===== config.mk =====
export PLATFORM = sky130hd
export DESIGN_NAME = minion_sprite_fetch_flat
export DESIGN_NICKNAME = d
export VERILOG_FILES = /design/src/rtl/minion_pkg.sv /design/src/rtl/minion_sprite_fetch_if.sv /design/src/rtl/minion_anim_ctr.sv /design/src/rtl/minion_sprite_fetch.sv /design/src/flat_wrapper.sv
export SDC_FILE = /design/constraint.sdc
export NUM_CORES = 1
export LEC_CHECK = 0
export BUFFER_PORTS_ARGS = -buffer_cell sky130_fd_sc_hd__buf_2
export CELL_PAD_IN_SITES_DETAIL_PLACEMENT = 0
export CELL_PAD_IN_SITES_GLOBAL_PLACEMENT = 1
export CORE_ASPECT_RATIO = 1.25
export CORE_MARGIN = 2
export CORE_UTILIZATION = 40
export CTS_BUF_LIST = sky130_fd_sc_hd__clkbuf_4
export DETAILED_ROUTE_END_ITERATION = 10
export PLACE_DENSITY = 0.86
export SLEW_MARGIN = 30
export SYNTH_ARGS = -nofsm -noshare
export SYNTH_HDL_FRONTEND = slang
export SYNTH_SLANG_ARGS = --single-unit

===== constraint.sdc =====
create_clock -name Clk -period 4.6 [get_ports Clk]
set_input_delay 0.23 -clock Clk [delete_from_list [all_inputs] [get_ports Clk]]
set_output_delay 0.23 -clock Clk [all_outputs]
set_load 0.02 [all_outputs]

===== src/rtl/minion_pkg.sv =====
`default_nettype none
// ============================================================================
// Module      : minion_pkg
// Description : Shared sprite geometry, ROM address width and colour-index type
// Revision    : 1.0 - initial release
// ============================================================================
package minion_pkg;

    localparam int SPR_W       = 48;
    localparam int SPR_H       = 38;
    localparam int NUM_FRAMES  = 4;
    localparam int FRAME_WORDS = SPR_W * SPR_H;
    localparam int ROM_AW      = 19;

    typedef logic [2:0] color_idx_t;

endpackage : minion_pkg
`default_nettype wire


===== src/rtl/minion_sprite_fetch_if.sv =====
`default_nettype none
// ============================================================================
// Module      : minion_sprite_fetch_if
// Description : Scan-position, sprite-ROM and colour-mapper signals of the fetch
// Revision    : 1.0 - initial release
// ============================================================================
interface minion_sprite_fetch_if;
    import minion_pkg::*;

    logic              frame_start;
    logic              pixel_valid;
    logic [9:0]        DrawX;
    logic [9:0]        DrawY;
    logic [9:0]        minion_x;
    logic [9:0]        minion_y;
    logic              minion_alive;
    logic [ROM_AW-1:0] read_address;
    color_idx_t        rom_data;
    color_idx_t        pixel_idx;
    logic              pixel_hit;
    logic              out_valid;

    // Master is the video/ROM side; slave is the fetch stage.
    modport master (
        output frame_start, pixel_valid, DrawX, DrawY,
        output minion_x, minion_y, minion_alive, rom_data,
        input  read_address, pixel_idx, pixel_hit, out_valid
    );

    modport slave (
        input  frame_start, pixel_valid, DrawX, DrawY,
        input  minion_x, minion_y, minion_alive, rom_data,
        output read_address, pixel_idx, pixel_hit, out_valid
    );

endinterface : minion_sprite_fetch_if
`default_nettype wire


===== src/rtl/minion_anim_ctr.sv =====
`default_nettype none
// ============================================================================
// Module      : minion_anim_ctr
// Description : Walk-cycle animation counter, one step every ANIM_DIV frames
// Revision    : 1.0 - initial release
// ============================================================================
module minion_anim_ctr #(
    parameter  int NUM_FRAMES = 4,
    parameter  int ANIM_DIV   = 8,
    localparam int FRAME_BITS = (NUM_FRAMES > 1) ? $clog2(NUM_FRAMES) : 1
) (
    input  logic                  Clk,
    input  logic                  Reset_n,
    input  logic                  frame_start,
    output logic [FRAME_BITS-1:0] anim_frame
);

    localparam int c_DIV_BITS = (ANIM_DIV > 1) ? $clog2(ANIM_DIV) : 1;

    logic [c_DIV_BITS-1:0] r_div_cnt;
    logic [FRAME_BITS-1:0] r_anim_frame;

    always_ff @(posedge Clk or negedge Reset_n) begin
        if (!Reset_n) begin
            r_div_cnt    <= '0;
            r_anim_frame <= '0;
        end else if (frame_start) begin
            if (r_div_cnt == c_DIV_BITS'(ANIM_DIV - 1)) begin
                r_div_cnt <= '0;
                if (r_anim_frame == FRAME_BITS'(NUM_FRAMES - 1)) begin
                    r_anim_frame <= '0;
                end else begin
                    r_anim_frame <= r_anim_frame + 1'b1;
                end
            end else begin
                r_div_cnt <= r_div_cnt + 1'b1;
            end
        end
    end

    assign anim_frame = r_anim_frame;

endmodule : minion_anim_ctr
`default_nettype wire


===== src/rtl/minion_sprite_fetch.sv =====
`default_nettype none
// ============================================================================
// Module      : minion_sprite_fetch
// Description : Two-stage hit test / sprite ROM address / colour-index pipeline
// Revision    : 1.0 - initial release
// ============================================================================
module minion_sprite_fetch
    import minion_pkg::color_idx_t;
    import minion_pkg::ROM_AW;
#(
    parameter int         SPR_W       = minion_pkg::SPR_W,
    parameter int         SPR_H       = minion_pkg::SPR_H,
    parameter int         NUM_FRAMES  = minion_pkg::NUM_FRAMES,
    parameter int         ANIM_DIV    = 8,
    parameter color_idx_t TRANSPARENT = 3'd0
) (
    input  logic                  Clk,
    input  logic                  Reset_n,
    minion_sprite_fetch_if.slave  bus
);

    localparam int c_FRAME_WORDS = SPR_W * SPR_H;
    localparam int c_FRAME_BITS  = (NUM_FRAMES > 1) ? $clog2(NUM_FRAMES) : 1;

    // Shadow copies of the sprite state, refreshed only at frame_start
    logic [9:0]              r_pos_x;
    logic [9:0]              r_pos_y;
    logic                    r_alive;

    logic [c_FRAME_BITS-1:0] w_anim_frame;

    logic signed [10:0]      w_dx;
    logic signed [10:0]      w_dy;
    logic                    w_dx_ok;
    logic                    w_dy_ok;
    logic                    w_in_box;
    logic [ROM_AW-1:0]       w_addr;

    logic [ROM_AW-1:0]       r_read_address;
    logic                    r_in_box;
    logic                    r_valid;

    color_idx_t              r_pixel_idx;
    logic                    r_pixel_hit;
    logic                    r_out_valid;

    always_ff @(posedge Clk or negedge Reset_n) begin
        if (!Reset_n) begin
            r_pos_x <= '0;
            r_pos_y <= '0;
            r_alive <= 1'b0;
        end else if (bus.frame_start) begin
            r_pos_x <= bus.minion_x;
            r_pos_y <= bus.minion_y;
            r_alive <= bus.minion_alive;
        end
    end

    minion_anim_ctr #(
        .NUM_FRAMES (NUM_FRAMES),
        .ANIM_DIV   (ANIM_DIV)
    ) u_anim_ctr (
        .Clk         (Clk),
        .Reset_n     (Reset_n),
        .frame_start (bus.frame_start),
        .anim_frame  (w_anim_frame)
    );

    // Offsets are signed so pixels left of / above the sprite come out negative
    assign w_dx = $signed({1'b0, bus.DrawX}) - $signed({1'b0, r_pos_x});
    assign w_dy = $signed({1'b0, bus.DrawY}) - $signed({1'b0, r_pos_y});

    assign w_dx_ok  = ~w_dx[10] & (w_dx[9:0] < 10'(SPR_W));
    assign w_dy_ok  = ~w_dy[10] & (w_dy[9:0] < 10'(SPR_H));
    assign w_in_box = r_alive & bus.pixel_valid & w_dx_ok & w_dy_ok;

    assign w_addr = ROM_AW'(w_anim_frame) * ROM_AW'(c_FRAME_WORDS)
                  + ROM_AW'(w_dy[9:0])    * ROM_AW'(SPR_W)
                  + ROM_AW'(w_dx[9:0]);

    always_ff @(posedge Clk or negedge Reset_n) begin
        if (!Reset_n) begin
            r_read_address <= '0;
            r_in_box       <= 1'b0;
            r_valid        <= 1'b0;
        end else begin
            r_read_address <= w_in_box ? w_addr : '0;
            r_in_box       <= w_in_box;
            r_valid        <= bus.pixel_valid;
        end
    end

    // The ROM answers combinationally, so rom_data belongs to r_read_address
    always_ff @(posedge Clk or negedge Reset_n) begin
        if (!Reset_n) begin
            r_pixel_idx <= TRANSPARENT;
            r_pixel_hit <= 1'b0;
            r_out_valid <= 1'b0;
        end else begin
            r_pixel_idx <= r_in_box ? bus.rom_data : TRANSPARENT;
            r_pixel_hit <= r_in_box & (bus.rom_data != TRANSPARENT);
            r_out_valid <= r_valid;
        end
    end

    assign bus.read_address = r_read_address;
    assign bus.pixel_idx    = r_pixel_idx;
    assign bus.pixel_hit    = r_pixel_hit;
    assign bus.out_valid    = r_out_valid;

endmodule : minion_sprite_fetch
`default_nettype wire


===== src/flat_wrapper.sv =====
// flat-port wrapper written by rule: the top's interface ports become plain ports
module minion_sprite_fetch_flat import minion_pkg::color_idx_t; import minion_pkg::ROM_AW;
#(
    parameter int         SPR_W       = minion_pkg::SPR_W,
    parameter int         SPR_H       = minion_pkg::SPR_H,
    parameter int         NUM_FRAMES  = minion_pkg::NUM_FRAMES,
    parameter int         ANIM_DIV    = 8,
    parameter color_idx_t TRANSPARENT = 3'd0
)
  (Clk, Reset_n, bus_frame_start, bus_pixel_valid, bus_DrawX, bus_DrawY, bus_minion_x, bus_minion_y, bus_minion_alive, bus_rom_data, bus_read_address, bus_pixel_idx, bus_pixel_hit, bus_out_valid);
  minion_sprite_fetch_if bus_i ();
  input  logic Clk;
  input  logic Reset_n;
  input wire logic [$bits(bus_i.frame_start)-1:0] bus_frame_start;
  input wire logic [$bits(bus_i.pixel_valid)-1:0] bus_pixel_valid;
  input wire logic [$bits(bus_i.DrawX)-1:0] bus_DrawX;
  input wire logic [$bits(bus_i.DrawY)-1:0] bus_DrawY;
  input wire logic [$bits(bus_i.minion_x)-1:0] bus_minion_x;
  input wire logic [$bits(bus_i.minion_y)-1:0] bus_minion_y;
  input wire logic [$bits(bus_i.minion_alive)-1:0] bus_minion_alive;
  input wire logic [$bits(bus_i.rom_data)-1:0] bus_rom_data;
  output wire logic [$bits(bus_i.read_address)-1:0] bus_read_address;
  output wire logic [$bits(bus_i.pixel_idx)-1:0] bus_pixel_idx;
  output wire logic [$bits(bus_i.pixel_hit)-1:0] bus_pixel_hit;
  output wire logic [$bits(bus_i.out_valid)-1:0] bus_out_valid;
  assign bus_i.frame_start = bus_frame_start;
  assign bus_i.pixel_valid = bus_pixel_valid;
  assign bus_i.DrawX = bus_DrawX;
  assign bus_i.DrawY = bus_DrawY;
  assign bus_i.minion_x = bus_minion_x;
  assign bus_i.minion_y = bus_minion_y;
  assign bus_i.minion_alive = bus_minion_alive;
  assign bus_i.rom_data = bus_rom_data;
  assign bus_read_address = bus_i.read_address;
  assign bus_pixel_idx = bus_i.pixel_idx;
  assign bus_pixel_hit = bus_i.pixel_hit;
  assign bus_out_valid = bus_i.out_valid;
  minion_sprite_fetch #(.SPR_W(SPR_W), .SPR_H(SPR_H), .NUM_FRAMES(NUM_FRAMES), .ANIM_DIV(ANIM_DIV), .TRANSPARENT(TRANSPARENT)) u_core (.Clk(Clk), .Reset_n(Reset_n), .bus(bus_i));
endmodule

# --- After elaboration in Yosys (flattened, before gate mapping) ---
# Index checks and enable logic that the tools add are counted.
word_totals:
  reg_bits: 52
  in_bits: 48
  out_inout_bits: 24
  word_cells: 37
op_classes:
  addsub: 6
  n_mul: 2
  magnitude_cmp: 2
  eq_ne: 2
  n_mux: 4
  n_bitwise: 8
  n_reduce_logical: 2
ops:
  columns: ["cell", "count"]
  rows:
  - ["10-bit by 10-bit subtractor with 11-bit output", 2]
  - ["10-bit by 6-bit less-than comparator with 1-bit output (second input constant)", 2]
  - ["19-bit by 10-bit adder with 19-bit output", 1]
  - ["19-bit 2-to-1 mux", 1]
  - ["13-bit by 16-bit adder with 17-bit output", 1]
  - ["10-bit by 2-bit multiplier with 12-bit output (second input constant)", 1]
  - ["2-bit by 6-bit multiplier with 8-bit output (second input constant)", 1]
  - ["1-bit bitwise AND", 6]
  - ["3-bit 2-to-1 mux", 2]
  - ["3-bit by 1-bit adder with 3-bit output (second input constant)", 1]
  - ["3-bit == test (second input constant)", 1]
  - ["3-bit nonzero test", 1]
  - ["2-bit by 1-bit adder with 2-bit output (second input constant)", 1]
  - ["2-bit == test (second input constant)", 1]
  - ["2-bit 2-to-1 mux", 1]
  - ["1-bit NOT", 2]
  - ["2-bit AND reduction", 1]

# --- Logic depth before layout (Yosys ltp) ---
# Gate-level depths: netlist (run 1).
logic_depth:
  word_depth: 6
  depth_mapped: 23
  depth_no_buf: 23

# --- By module ---
# A second synthesis (run 1) with hierarchy kept.
hier_totals:
  cells_unflattened: 397
  hier_area_um2: 3816.2
by_module_without_submodules:
  columns: ["mod", "instances", "cells_each", "area_each_um2", "seq_area_each_um2"]
  rows:
  - ["minion_sprite_fetch", 1, 381, 3575.9, 1126.1]
  - ["minion_anim_ctr", 1, 16, 240.2, 125.1]

# --- Worst setup path after synthesis (run 1) ---
# Ideal clock, no wire load.
synth_timing:
  kind: "reg2reg"
  from: "reg u_core.r_pos_y[0]"
  to: "reg u_core.r_read_address[15], in the netlist u_core.bus.read_address[15]"
  setup_time_ns: 0.086
  arrival_time_ns: 4.281
  required_ns: 4.514
  path_slack_ns: 0.233
  stages_incl_launch_ff: 19
  path_buffers: 0
  period_less_slack_ns: 4.367
  path_cell_list: "dfrtp_1 -> ha_1 -> inv_1 -> fa_1 -> ha_1 -> fa_1 -> inv_1 -> fa_1 -> inv_1 -> ha_1 -> o21ai_0 -> nor2_1 -> o21a_1 -> o21a_1 -> o21a_1 -> and3_1 -> maj3_1 -> nor3b_1 -> nor3_1"
synth_via:
  elab_chain_cells: 5
  elab_cells_between_ends: 9
  classes_between: "add/sub (3); mul (1); order compare (1); mux (1); bitwise (3)"
synth_lines:
  columns: ["item", "line_no", "rtl"]
  rows:
  - ["start: declaration", "minion_sprite_fetch.sv:27", "logic [9:0] r_pos_y;"]
  - ["start signal: assignment", "minion_sprite_fetch.sv:54", "r_pos_y <= bus.minion_y;"]
  - ["10-bit by 10-bit subtractor with 11-bit output *", "minion_sprite_fetch.sv:71", "assign w_dy = $signed({1'b0, bus.DrawY}) - $signed({1'b0, r_pos_y});"]
  - ["10-bit by 2-bit multiplier with 12-bit output (tied with other cells)", "minion_sprite_fetch.sv:78", "+ ROM_AW'(w_dy[9:0]) * ROM_AW'(SPR_W)"]
  - ["13-bit by 16-bit adder with 17-bit output / 1-bit bitwise AND (equally long branches)", "minion_sprite_fetch.sv:78, minion_sprite_fetch.sv:74", null]
  - ["19-bit by 10-bit adder with 19-bit output / 1-bit bitwise AND (equally long branches)", "minion_sprite_fetch.sv:79, minion_sprite_fetch.sv:75", null]
  - ["19-bit 2-to-1 mux *", "minion_sprite_fetch.sv:87", "r_read_address <= w_in_box ? w_addr : '0;"]
  - ["end signal: assignment", "minion_sprite_fetch.sv:87", null]
  - ["end: declaration", "minion_sprite_fetch.sv:39", "logic [ROM_AW-1:0] r_read_address;"]
# Every way passes the cells marked *; elsewhere a longest branch is shown, timed or not.
# A chain may end at the register's enable or synchronous reset.

# --- Final worst setup path (run 1) ---
# Ends and elaborated chain as after synthesis.

==> load_flow_metrics.sql, run 1 <==
INSERT INTO impl_metrics (metric_group, metric, value, unit) VALUES
('outcome', 'run_status', 'finished clean', ''),
('finish', 'stdcell_area', '0.004691', 'mm^2'),
('sta', 'finalCriticalPeriod', '4.452', 'ns'),
('place', 'gp_routability_congestion', '0.8231', ''),
('place', 'dp.cells', '596', ''),
('grt', 'track_usage', '15.17', '%'),
('power_and_ir_drop', 'p_comb_share', '78.8', '%'),
('grt', 'wire_length_of_the_first_global_routing_pass', '12880', 'um'),
('finish', 'post_route_cells_drive_above_1_share', '31.44', '%'),
('finish', 'flow.area_growth_from_synthesis', '22.24', '%'),
('setup_path', 'cp_cell_sequence', 'ha_2 -> inv_1 -> fa_2 -> xor2_4 -> fa_1 -> inv_1 -> fa_2 -> inv_1 -> ha_4 -> a211oi_2 -> nor2_1 -> o21a_1 -> o21a_1 -> o21a_1 -> and3_1 -> maj3_1 -> nor3b_1 -> nor3_1', ''),
('sta', 'finalHoldViolCount', '0', ''),
('sta', 'period_share', '96.78', '%'),
('sta', 'maxSlewViolCount', '0', ''),
('clocking', 'clock_transition_at_the_registers_of_the_reported_paths', '0.16', 'ns'),
('clocking', 'cts.path.max_buffers', '2', ''),
('sta', 'worst_slew_pin_slew', '0.6723', 'ns'),
('synthesis', 'synth-seq-cells', '51', ''),
('grt', 'remaining_overflow_grt', '0', ''),
('place', 'dp_slack', '-0.05682', 'ns'),
('place', 'place.port_buffers', '70', ''),
('synthesis', 'post_synth_most_frequent_cells', 'ha_1, dfrtp_1, inv_1', ''),
('synthesis', 'yosysTopAreaCell', 'dfrtp_1', ''),
('finish', 'design.final.nets', '598', ''),
('routing', 'routed_wire_length_per_instance', '12.83', 'um'),
('floorplan', 'die_w', '91.61', 'um'),
('clocking', 'tritoncts', 'yes', ''),
('setup_path', 'timing_worst_setup_path_type', 'reg -> reg', ''),
('worst_hold_path', 'hold_class', 'in -> reg', ''),
('synthesis', 'synth.distinct_cells', '52', ''),
('sta', 'worst_slack', '0.1483', 'ns'),
('power_and_ir_drop', 'ir_drop_worst_case_vdd', '0.4302', 'mV'),
('power_and_ir_drop', 'switching_share', '46.14', '%'),
('finish', 'fin_util', '50.86', '%'),
('synthesis', 'post-synth-top-count-cell', 'ha_1', ''),
('floorplan', 'floorplan.initialDensity', '41.61', '%'),
('routing', 'route.antenna.remaining_nets', '0', ''),
('synthesis', 'synthTopCellsByArea', 'dfrtp_1, ha_1, xnor2_1, inv_1, o21ai_0', ''),
('setup_path', 'worst_path_max_delay_cell', 'fa_1', ''),
('sta', 'finalClockSkew', '0.003010', 'ns'),
('power_and_ir_drop', 'power_leakage', '2.367', 'nW'),
('setup_path', 'crit_path_end_kind', 'register', ''),
('routing', 'post-route-drc-count', '0', ''),
('clocking', 'clockRootBuffer', 'clkbuf_4', ''),
('power_and_ir_drop', 'power.density_cell_area', '747.3', 'mW/mm^2'),
('sta', 'setup_viol_count_final', '0', ''),
('finish', 'antenna_cells_inserted', '0', ''),
('floorplan', 'core-area', '0.009223', 'mm^2'),
('place', 'postPlaceCellArea', '0.004338', 'mm^2'),
('setup_path', 'setup.worst_path.start_class', 'register', ''),
('floorplan', 'die_height', '113.5', 'um'),
('synthesis', 'asyncSetResetFlopFracSynth', '100.0', '%'),
('place', 'hpwl_after_dpl', '6056', 'um'),
('flow_run', 'timing.max_cap.violations', '0', ''),
('routing', 'vias', '3030', ''),
('sta', 'maxSlewHeadroom', '55.18', '%'),
('finish', 'stdcell_count', '616', ''),
('synthesis', 'syn_area', '0.003837', 'mm^2'),
('clocking', 'number_of_h_tree_branching_levels', '2', ''),
('power_and_ir_drop', 'clock_share_of_power', '6.5', '%'),
('synthesis', 'synth.yosys.seq_area_share', '33.26', '%'),
('routing', 'drt_iter0_drc', '79', ''),
('grt', 'grt_max_degree', '52', ''),
('floorplan', 'floorplan.die_area', '0.01040', 'mm^2'),
('synthesis', 'synth.yosys.warnings', '0', ''),
('setup_path', 'required_time_worst_endpoint', '4.91', 'ns'),
('grt', 'grt_antenna_before_repair', '0', ''),
('clocking', 'cts_sinks', '51', ''),
('setup_path', 'critical_path_peak_fanout', '4', ''),
('power_and_ir_drop', 'intPower', '0.001888', 'W'),
('routing', 'wire_length_after_detailed_routing', '7906', 'um');
[sequential cells by signal, summed over array words and instances, names as in the netlist]
register                      count
u_core.bus.read_address          18
u_core.r_pos_x                   10
u_core.r_pos_y                   10
u_core.bus.pixel_idx              3
u_core.u_anim_ctr.r_div_cnt       3
u_core.u_anim_ctr.anim_frame      2
u_core.bus.out_valid              1
u_core.bus.pixel_hit              1
u_core.r_alive                    1
u_core.r_in_box                   1
u_core.r_valid                    1
[area by class of cell]
type | count | area [um^2]
Clock inverter | 3 | 28.78
Inverter | 40 | 150.1
Multi-Input combinational cell | 306 | 2554
Timing Repair Buffer | 88 | 490.5
Fill cell | 855 | 4532
Clock buffer | 5 | 37.54
Sequential cell | 51 | 1276
Tap cell | 123 | 153.9
[metal layers]
layer  track usage, %  part of all wire [%]  vias to the layer above
li1                 -                     -                     1542
met1            17.80                    42                     1411
met2            28.24                    53                       72
met3            2.642                   4.0                        5
met4            4.242                  0.78                        0
met5                0                     0                        -
[worst max-delay path: cells and delay by family, from the launching register on]
kind,cells,cell delay [ns]
AOI/OAI and AO/OA,4,0.74
buffers and inverters,3,0.20
adders and majority gates,6,2.26
xor gates and xnor gates,1,0.23
and+or+nand+nor,4,0.59
DFF,1,0.38
[path summary, 6_finish.rpt]
path | cells past startpoint | start | to | slack [ns]
hold / removal | 3 | bus_minion_y[3] | u_core.r_pos_y[3]$_DFFE_PN0P_ | 0.04
setup / recovery | 18 | u_core.r_pos_y[0]$_DFFE_PN0P_ | u_core.bus.read_address[15]$_DFF_PN0_ | 0.15
setup reg to reg | 18 | u_core.r_pos_y[0]$_DFFE_PN0P_ | u_core.bus.read_address[15]$_DFF_PN0_ | 0.15
min in group asynchronous | 3 | Reset_n | u_core.bus.pixel_hit$_DFF_PN0_ | 0.47
hold reg to reg | 0 | u_core.r_valid$_DFF_PN0_ | u_core.bus.out_valid$_DFF_PN0_ | 0.39
max in group asynchronous | 3 | Reset_n | u_core.r_pos_y[6]$_DFFE_PN0P_ | 3.70
[power by group through the flow]
stage	registers, W	clock network (W)	logic, W
floorplan	0.000521	0	0.00183
global placement	0.000525	0	0.00224
detailed placement	0.000527	0	0.00228
CTS	0.000518	0.000244	0.00231
global route	0.000524	0.000261	0.00307
finish	0.000518	0.000227	0.00276
[metrics by stage]
stage | setup TNS (ns) | total power, W
after floorplan | 0 | 0.002349
after global placement | 0 | 0.002769
after detailed placement | -0.05682 | 0.002810
after CTS | 0 | 0.003069
after global routing | -0.08922 | 0.003854
final | 0 | 0.003505
[kinds of logic (layout without fill, tap and decap cells)]
family | after synthesis | in the layout | synth area share [%]
compound gates | 87 | 87 | 14.87
xor+xnor | 39 | 39 | 9.097
fa+ha+maj | 61 | 61 | 20.70
buf+inv | 49 | 136 | 5.282
flops | 51 | 51 | 33.26
mux | 9 | 9 | 2.609
other cells | 1 | 2 | 0.09772
simple gates | 108 | 108 | 14.08
[layout by cell type (no fill, tap or decap), types with 3 or more instances in the layout]
cell type	count
nor2_2	9
fa_1	3
mux2_2	8
nor3_1	7
a21oi_1	9
buf_2	70
a21o_1	12
inv_1	37
o21ai_1	5
ha_2	3
ha_4	3
o21ai_0	22
and2_1	9
ha_1	47
inv_2	3
buf_4	16
nor2b_1	3
xnor2_2	4
o21a_1	5
xnor2_1	23
clkbuf_4	5
nand3_1	4
xor2_1	10
or3_1	3
nor2_1	20
a31oi_1	3
nand2_1	34
a21oi_2	8
dfrtp_1	51
[timing repair]
action / in CTS / in global routing
hold buffers: 2 / 0
endpoints found under the hold margin: 52 / 0
gates resized for setup: 1 / 40
endpoints found under the setup margin: 1 / 8
pin swaps: 0 / 26
setup buffers: 0 / 10
Power figures use the tool's default switching activity.
==> run 2: changes to the inputs <==
--- a/config.mk
+++ b/config.mk
@@ -14,6 +14,7 @@
 export CTS_BUF_LIST = sky130_fd_sc_hd__clkbuf_4
 export DETAILED_ROUTE_END_ITERATION = 10
 export PLACE_DENSITY = 0.86
+export SETUP_SLACK_MARGIN = 0.2
 export SLEW_MARGIN = 30
 export SYNTH_ARGS = -nofsm -noshare
 export SYNTH_HDL_FRONTEND = slang
==> run 2 against run 1 <==
  * Clock power is essentially flat
  * Sequential cell count stayed put
  * Die area is the same
  * Critical endpoint unchanged
  * Largest cell class unchanged
  * Largest power group unchanged
==> load_flow_metrics.sql, run 2 (synthesized netlist as in run 1, its figures left out) <==
INSERT INTO impl_metrics (metric_group, metric, value, unit) VALUES
('outcome', 'run_status', 'finished clean', ''),
('setup_path', 'critical_path_peak_fanout', '4', ''),
('setup_path', 'critical_path_startpoint', 'u_core.r_pos_y[0]$_DFFE_PN0P_', ''),
('clocking', 'numCtsBuffers', '5', ''),
('finish', 'largest_register_ff_count', '18', ''),
('routing', 'average_vias_per_placed_instance', '4.905', ''),
('routing', 'top_sig_layer', 'met4', ''),
('power_and_ir_drop', 'clock_share_of_power', '6.1', '%'),
('routing', 'routed_wire_length_per_instance', '13.04', 'um'),
('grt', 'first_global_vias', '3013', ''),
('power_and_ir_drop', 'ir_drop_worst_case_vdd', '0.4678', 'mV'),
('sta', 'maxSlewViolCount', '0', ''),
('sta', 'grt_setup_unrepaired', 'true', ''),
('place', 'gp_routability_congestion', '0.8231', ''),
('sta', 'max_freq', '225.0', 'MHz'),
('routing', 'met2_wirelength', '4276', 'um'),
('worst_hold_path', 'hold_path_startpoint', 'bus_minion_y[3]', ''),
('power_and_ir_drop', 'p_switching', '0.001731', 'W'),
('grt', 'wire_length_of_the_first_global_routing_pass', '12900', 'um'),
('routing', 'detailroute.wirelength.met3', '308', 'um'),
('floorplan', 'core-area', '0.009223', 'mm^2'),
('grt', 'grt_max_degree', '52', ''),
('grt', 'remaining_overflow_grt', '0', ''),
('setup_path', 'timing_worst_setup_path_type', 'reg -> reg', ''),
('sta', 'final.setup.tns', '0', 'ns'),
('sta', 'maxSlewHeadroom', '55.09', '%'),
('clocking', 'number_of_h_tree_branching_levels', '2', ''),
('routing', 'vias', '3041', ''),
('sta', 'finalHoldViolCount', '0', ''),
('grt', 'grt_antenna_before_repair', '0', ''),
('place', 'hpwl_after_dpl', '6056', 'um'),
('routing', 'route.antenna.remaining_nets', '0', ''),
('routing', 'firstDrtPassIters', '4', ''),
('setup_path', 'timing.rr.start', 'u_core.r_pos_y[0]$_DFFE_PN0P_', ''),
('clocking', 'cts.path.max_buffers', '2', ''),
('sta', 'period_share', '96.62', '%'),
('finish', 'fin_util', '52.07', '%'),
('floorplan', 'floorplan.initialDensity', '41.61', '%'),
('power_and_ir_drop', 'p_comb_share', '80.1', '%'),
('clocking', 'clock_transition_at_the_registers_of_the_reported_paths', '0.16', 'ns'),
('place', 'dp.cells', '596', ''),
('setup_path', 'required_time_worst_endpoint', '4.92', 'ns'),
('place', 'place.port_buffers', '70', ''),
('setup_path', 'setup.worst_path.start_class', 'register', ''),
('sta', 'setup_viol_count_final', '0', ''),
('floorplan', 'die_w', '91.61', 'um'),
('setup_path', 'crit_path_end_kind', 'register', ''),
('grt', 'track_usage', '15.20', '%'),
('finish', 'layout_common_cells', 'buf_2, dfrtp_1, ha_1, inv_1, nand2_1', ''),
('routing', 'post-route-drc-count', '0', ''),
('clocking', 'clockRootBuffer', 'clkbuf_4', ''),
('power_and_ir_drop', 'intPower', '0.002025', 'W'),
('routing', 'drt_iter0_drc', '94', ''),
('power_and_ir_drop', 'power.density_cell_area', '782.1', 'mW/mm^2'),
('power_and_ir_drop', 'power_leakage', '2.396', 'nW'),
('finish', 'antenna_cells_inserted', '0', ''),
('floorplan', 'ioPinCount', '72', ''),
('finish', 'flow.area_growth_from_synthesis', '25.14', '%'),
('floorplan', 'floorplan.die_area', '0.01040', 'mm^2'),
('power_and_ir_drop', 'seq_power_share', '13.8', '%'),
('clocking', 'clk_latency', '0.39', 'ns'),
('clocking', 'tritoncts', 'yes', ''),
('finish', 'most_common_cell_after_layout_fill_and_taps_aside', 'buf_2', ''),
('flow_run', 'timing.max_cap.violations', '0', ''),
('place', 'dp_slack', '-0.05682', 'ns'),
('finish', 'post_route_cells_drive_above_1_share', '34.41', '%'),
('sta', 'finalClockSkew', '0.002841', 'ns'),
('clocking', 'cts_sinks', '51', ''),
('routing', 'length_of_routed_wiring_on_met1', '3359', 'um'),
('finish', 'stdcell_count', '620', ''),
('floorplan', 'die_height', '113.5', 'um'),
('worst_hold_path', 'hold_class', 'in -> reg', ''),
('setup_path', 'setup.reg_to_reg.worst_slack', '0.16', 'ns'),
('sta', 'finalCriticalPeriod', '4.445', 'ns'),
('power_and_ir_drop', 'switching_share', '46.08', '%'),
('finish', 'design.final.nets', '602', ''),
('setup_path', 'critical_path_arrival', '4.77', 'ns'),
('sta', 'worst_slew_pin_slew', '0.6736', 'ns'),
('floorplan', 'std_cell_rows', '39', ''),
('sta', 'worst_slack', '0.1555', 'ns'),
('routing', 'wire_length_after_detailed_routing', '8084', 'um');
-- run 2: changes by cell type in the layout (fill, tap and decap cells not counted), sizes merged --
cell  before  now
buf       86   90
-- run 2: repair_timing --
action,4_1_cts,5_1_grt
resized for setup,14,45
setup endpoints to repair,4,18
setup buffers,4,10
hold buffers,2,0
endpoints found under the hold margin,52,0
pin swaps,9,30
-- run 2: metal layers --
metal  up-vias  track usage, %
met3        10           2.576
met1      1420           17.69
met5         -               0
met2        63           28.38
li1       1548               -
met4         0           4.545
-- run 2: power groups by stage --
stage | clock network (W) | logic (W) | registers (W)
floorplan | 0 | 0.00183 | 0.000521
global placement | 0 | 0.00224 | 0.000525
detailed placement | 0 | 0.00228 | 0.000527
CTS | 0.000244 | 0.00249 | 0.000518
global route | 0.000261 | 0.00330 | 0.000524
finish | 0.000229 | 0.00301 | 0.000517
-- run 2: final timing paths --
kind,end,cells after the start
worst max-delay path,u_core.bus.read_address[15]$_DFF_PN0_,21
worst min-delay path,u_core.r_pos_y[3]$_DFFE_PN0P_,3
worst max register to register,u_core.bus.read_address[15]$_DFF_PN0_,21
worst min register to register,u_core.bus.out_valid$_DFF_PN0_,0
max in group asynchronous,u_core.r_pos_x[5]$_DFFE_PN0P_,3
min in group asynchronous,u_core.bus.pixel_hit$_DFF_PN0_,3
-- run 2: metrics by stage --
stage	hold WS (ns)	instance area [um^2]	total power [W]
finish	0.03248	4802	0.003756
global route	0.01557	4802	0.004085
CTS	0.02133	4516	0.003247
detailed placement	0.3475	4338	0.002810
global placement	0.3342	4338	0.002769
floorplan	-0.06559	3841	0.002349
-- run 2: final cells by class --
| cell class | instances | area (um^2) |
|---|---|---|
| clock buffers | 5 | 37.54 |
| repair buffers | 92 | 520.5 |
| flip-flops and latches | 51 | 1276 |
| fillers | 843 | 4420 |
| clock inverters | 3 | 28.78 |
| multi-input cells | 306 | 2635 |
| well taps | 123 | 153.9 |
| inverters | 40 | 150.1 |
-- run 2: critical path, cell delays in order (launching register included) --
cell and delay [ns]:
dfrtp_1 0.39, ha_2 0.19, inv_2 0.04, fa_2 0.45, a21oi_4 0.19, o21ai_1 0.09
a21oi_2 0.18, xnor2_2 0.17, ha_4 0.25, or2_2 0.31, a21oi_2 0.18, a21oi_2 0.07
xnor2_2 0.27, ha_4 0.26, nor3_1 0.15, and3_4 0.23, nor3_4 0.05, buf_4 0.13
and3_4 0.14, maj3_2 0.31, nor3b_2 0.16, nor3_1 0.17
